File: config.mk
export PLATFORM = sky130hd
export DESIGN_NAME = seq_multiplier
export DESIGN_NICKNAME = d
export VERILOG_FILES = /design/src/rtl/seq_multiplier.sv
export SDC_FILE = /design/constraint.sdc
export NUM_CORES = 1
export LEC_CHECK = 0
export ABC_CLOCK_PERIOD_IN_PS = 5100
export BUFFER_PORTS_ARGS = -buffer_cell sky130_fd_sc_hd__buf_2
export CAP_MARGIN = 30
export CORE_MARGIN = 4
export CORE_UTILIZATION = 40
export DETAILED_ROUTE_END_ITERATION = 8
export HOLD_SLACK_MARGIN = 0.15
export PLACE_DENSITY = 0.69
export SLEW_MARGIN = 5
export SYNTH_ARGS = -nofsm -noshare
export SYNTH_HDL_FRONTEND = slang
export SYNTH_SLANG_ARGS = --single-unit
File: constraint.sdc
create_clock -name clk -period 5.1 [get_ports clk]
set_clock_uncertainty 0.05 [all_clocks]
set_input_delay 0.51 -clock clk [delete_from_list [all_inputs] [get_ports clk]]
set_output_delay 0.51 -clock clk [all_outputs]
set_load 0.01 [all_outputs]
File: src/rtl/seq_multiplier.sv
// seq_multiplier: unsigned shift-add multiplier, one multiplier bit per clock.
// Define SEQ_MULTIPLIER_EARLY_TERM_EN to finish as soon as no multiplier bits remain.
module seq_multiplier #(
  parameter int WIDTH = 16,
  parameter int CNT_W = 5
) (
  input  logic               clk,
  input  logic               rst,
  input  logic               start,
  input  logic [WIDTH-1:0]   mul1,
  input  logic [WIDTH-1:0]   mul2,
  output logic               busy,
  output logic               done,
  output logic [2*WIDTH-1:0] mulresult
);

  localparam logic [1:0] S_IDLE = 2'd0;
  localparam logic [1:0] S_RUN  = 2'd1;
  localparam logic [1:0] S_DONE = 2'd2;

  localparam logic [CNT_W-1:0] LAST = CNT_W'(WIDTH - 1);

  logic [1:0]         r_state;
  logic [2*WIDTH-1:0] r_mcand;
  logic [2*WIDTH-1:0] r_acc;
  logic [2*WIDTH-1:0] r_result;
  logic [WIDTH-1:0]   r_mplier;
  logic [CNT_W-1:0]   r_cnt;

  logic [2*WIDTH-1:0] w_sum;
  logic               w_last;

  assign w_sum = r_mplier[0] ? r_acc + r_mcand : r_acc;

`ifdef SEQ_MULTIPLIER_EARLY_TERM_EN
  // With no set bits left, w_sum equals r_acc, so finishing now is exact.
  logic w_zero;
  assign w_zero = (r_mplier == '0);
  assign w_last = w_zero || (r_cnt == LAST);
`else
  assign w_last = (r_cnt == LAST);
`endif

  always_ff @(posedge clk or posedge rst) begin
    if (rst) begin
      r_state  <= S_IDLE;
      r_mcand  <= '0;
      r_acc    <= '0;
      r_result <= '0;
      r_mplier <= '0;
      r_cnt    <= '0;
    end else begin
      case (r_state)
        S_RUN: begin
          r_acc    <= w_sum;
          r_mcand  <= r_mcand << 1;
          r_mplier <= r_mplier >> 1;
          r_cnt    <= r_cnt + 1'b1;
          if (w_last) begin
            r_result <= w_sum;
            r_state  <= S_DONE;
          end
        end
        default: begin
          if (start) begin
            r_mcand  <= {{WIDTH{1'b0}}, mul1};
            r_mplier <= mul2;
            r_acc    <= '0;
            r_cnt    <= '0;
            r_state  <= S_RUN;
          end else begin
            r_state  <= S_IDLE;
          end
        end
      endcase
    end
  end

  assign busy      = (r_state == S_RUN);
  assign done      = (r_state == S_DONE);
  assign mulresult = r_result;

endmodule

==> flow_metrics.env <==
export IMPL_status="finished clean"
export IMPL_hold_depth=3
export IMPL_cp_depth=10
export IMPL_drive_gt1_share_pct=15.7
export IMPL_maxSlewHeadroom_pct=47.4
export IMPL_cts_made_buffers=17
export IMPL_hold_class="input pin to flop"
export IMPL_fin_hold_ws_ns=0.288
export IMPL_critPathCaptureType="flop"
export IMPL_dpl_cell_area_um2=7220
export IMPL_num_vias=5428
export IMPL_holdBufCountCts=0
export IMPL_fin_setup_tns_ns=0
export IMPL_clkLatencyLatePin_ns=0.42
export IMPL_final_net_count=835
export IMPL_setup_violations=0
export IMPL_root_buffer="clkbuf_16"
export IMPL_design_area_um2=7930
export IMPL_reg2reg_slack_ns=1.88
export IMPL_critical_path_top_delay_family="compound AO/OA/AOI/OAI gates"
export IMPL_clk_path_buf_depth=2
export IMPL_core_um2=16500
export IMPL_clkTransAtPathRegs_ns=0.05
export IMPL_power_switching_mw=2.05
export IMPL_grt_max_degree=87
export IMPL_synth_edff_count=0
export IMPL_grt_overflow=0
export IMPL_yosys_warnings=0
export IMPL_viasPerCell=5.44
export IMPL_clock_power_share_pct=25.4
export IMPL_p_leak_nw=3.91
export IMPL_synth_seq_cells=119
export IMPL_htree_levels=4
export IMPL_powerDensity_nw_per_um2=646
export IMPL_ff_latch_area_um2=2980
export IMPL_grt_pass1_vias=5261
export IMPL_std_cell_rows=47
export IMPL_clkSinkCount=119
export IMPL_maxCapViolCount=0
export IMPL_fmax_mhz=310
export IMPL_startpoint_type="flop"
export IMPL_drc_errors=0
export IMPL_cp_max_fo=4
export IMPL_ys_seq_area_share_pct=44.4
export IMPL_synth_ff_type="dfrtp_1"
export IMPL_ys_types=55
export IMPL_cts_tree="yes"
export IMPL_finalHoldViolCount=0
export IMPL_post_cts_buffers=0
export IMPL_portBuffers=68
export IMPL_routedWlPerCell_um=16.1
export IMPL_syn2layout_area_growth_pct=18.3
export IMPL_dp_hpwl_mm=10.7
export IMPL_die_height_um=137
export IMPL_syn_inst=710
export IMPL_finalPower_mw=5.13
export IMPL_rsz0062_at_grt="false"
export IMPL_combPwrFrac_pct=43.4
export IMPL_cp_slowest_stage_delay_ns=0.55
export IMPL_worst_pin_slew_ns=0.789
export IMPL_gp_congestion=0.877
export IMPL_fill_cells=1540
export IMPL_antenna_left=0
export IMPL_fin_util_pct=48.0
export IMPL_grt_util_all_layers_pct=18.0
export IMPL_synth_async_sr_flop_share_pct=100
export IMPL_swShare_pct=40.0
export IMPL_path_cells="ha_1 > fa_1 > a21o_1 > a221oi_1 > o211ai_1 > nand2_1 > o22ai_1 > a211oi_1 > xor2_1 > o21ai_0"
export IMPL_dieArea_um2=18900
export IMPL_antenna_found_initial=1
export IMPL_drt_iter0_drc=359
export IMPL_grt_pass1_wl_mm=26.7
export IMPL_initial_utilization_pct=40.6
export IMPL_pin_count=69
export IMPL_slowest_stage="a221oi_1"
export IMPL_internal_power_mw=3.08
export IMPL_crit_buf_inv=0
export IMPL_slew_viol_final=0
export IMPL_post_cts_resized=0
export IMPL_path_class="flop to flop"
export IMPL_totalWireLength_mm=16.1
export IMPL_period_minus_slack_ns=3.22
export IMPL_pwr_share_seq_pct=31.2
export IMPL_syn_avg_cell_area_um2=9.44
export IMPL_antennaDiodeCount=0
export IMPL_fp_dieW_um=137
export IMPL_worstPathRequired_ns=5.34
export IMPL_min_period_over_period_pct=63.2
export IMPL_cp_arrival_ns=3.46
export IMPL_synth_net_count=779
export IMPL_synth_area_um2=6700
export IMPL_multi_input_area_um2=3530
export IMPL_dr_pass1_iters=5
export IMPL_r2r_cells=10
export IMPL_ir_drop_v=0.000279
==> worst reg2reg max path, delay by kind of cell (launching register included) <==
| kind | cells | cell delay [ns] |
|---|---|---|
| XOR/XNOR | 1 | 0.17 |
| AO/OA/AOI/OAI | 6 | 1.68 |
| adder cells (fa/ha/maj) | 2 | 0.65 |
| flip-flops | 1 | 0.39 |
| AND/OR/NAND/NOR | 1 | 0.17 |
==> logic make-up after synthesis <==
family / Yosys count / share of synthesized area, %
AO/OA/AOI/OAI: 208 / 20.0
multiplexers: 50 / 7.47
buffers and inverters: 53 / 2.99
adder cells (fa/ha/maj): 34 / 6.46
flip-flops: 119 / 44.4
AND/OR/NAND/NOR: 221 / 15.5
XOR/XNOR: 25 / 3.27
==> through the flow <==
step                std cells  worst slack (ns)
global route              998              1.62
finish                    998              1.88
floorplan                 710              1.38
detailed placement        963              1.95
CTS                       994              1.92
global placement          963              2.03
==> layer usage <==
layer	part of all wire (%)	track usage [%]	vias to the layer above
met1	50	25.7	2601
met4	1.7	6.26	2
met5	0.075	0	-
met2	44	27.4	134
met3	5.0	3.51	22
li1	-	-	2669
==> flip-flops by register name (all words and copies together) (netlist names) <==
signal,flops
r_state,2
r_mcand,32
r_acc,32
mulresult,32
r_mplier,16
r_cnt,5
==> power by group through the flow <==
| stage | clock [mW] | sequential (mW) | combinational [mW] |
|---|---|---|---|
| 2_1_floorplan | 0 | 1.57 | 1.63 |
| 3_3_place_gp | 0 | 1.60 | 2.17 |
| 3_5_place_dp | 0 | 1.61 | 2.20 |
| 4_1_cts | 1.32 | 1.60 | 2.22 |
| 5_1_grt | 1.37 | 1.65 | 2.51 |
| 6_report | 1.30 | 1.60 | 2.22 |
==> cell type report <==
| type | count | share of cell area, % |
|---|---|---|
| Multi-Input combinational cell | 538 | 44.5 |
| Sequential cell | 119 | 37.6 |
| Clock buffer | 22 | 5.85 |
| Timing Repair Buffer | 79 | 5.84 |
| Tap cell | 220 | 3.47 |
| Clock inverter | 9 | 2.18 |
| Inverter | 11 | 0.552 |
==> synth_stat cells, types with 4 or more instances <==
library cell / instances / share of area (%)
nand2_1: 127 / 7.1
dfrtp_1: 119 / 44
o21ai_0: 85 / 6.3
mux2i_1: 50 / 7.5
a21oi_1: 38 / 2.8
clkbuf_1: 34 / 1.9
ha_1: 33 / 6.2
nand3b_1: 22 / 2.5
nor2_1: 21 / 1.2
a21o_1: 18 / 2.0
a22o_1: 17 / 2.2
xnor2_1: 15 / 2.0
inv_1: 11 / 0.62
xor2_1: 10 / 1.3
a31oi_1: 9 / 0.84
and3_1: 9 / 0.84
buf_1: 7 / 0.39
nand3_1: 7 / 0.52
nand4_1: 7 / 0.65
nor2b_1: 5 / 0.47
nor3_1: 5 / 0.37
nand2b_1: 4 / 0.37
o21bai_1: 4 / 0.45
or3_1: 4 / 0.37
==> path summary, 6_finish.rpt <==
check                              start             to
hold reg to reg            mulresult[29]  mulresult[29]
min in group asynchronous            rst   r_mplier[14]
max in group asynchronous            rst       r_acc[3]
hold / removal                  mul2[15]   r_mplier[15]
setup reg to reg              r_mcand[0]      r_acc[30]
setup / recovery              r_mcand[0]      r_acc[30]
==> layout by cell type, fill, tap and decap left out, drive strengths merged, types with 4 or more instances in the layout <==
cell type | synthesis | routed
a31oi | 9 | 9
ha | 33 | 33
nand2 | 127 | 127
inv | 11 | 11
and3 | 9 | 9
nor3 | 5 | 5
nand4 | 7 | 7
xor2 | 10 | 10
or3 | 4 | 4
bufinv | 0 | 5
a22o | 17 | 17
nand2b | 4 | 4
dfrtp | 119 | 119
nand3b | 22 | 22
xnor2 | 15 | 15
clkbuf | 34 | 22
mux2i | 50 | 50
a21o | 20 | 20
buf | 8 | 78
nor2 | 21 | 21
o21bai | 4 | 4
nand3 | 7 | 7
nor2b | 5 | 5
o21ai | 85 | 85
a21oi | 38 | 38
and2 | 4 | 4
Power figures use the tool's default switching activity.
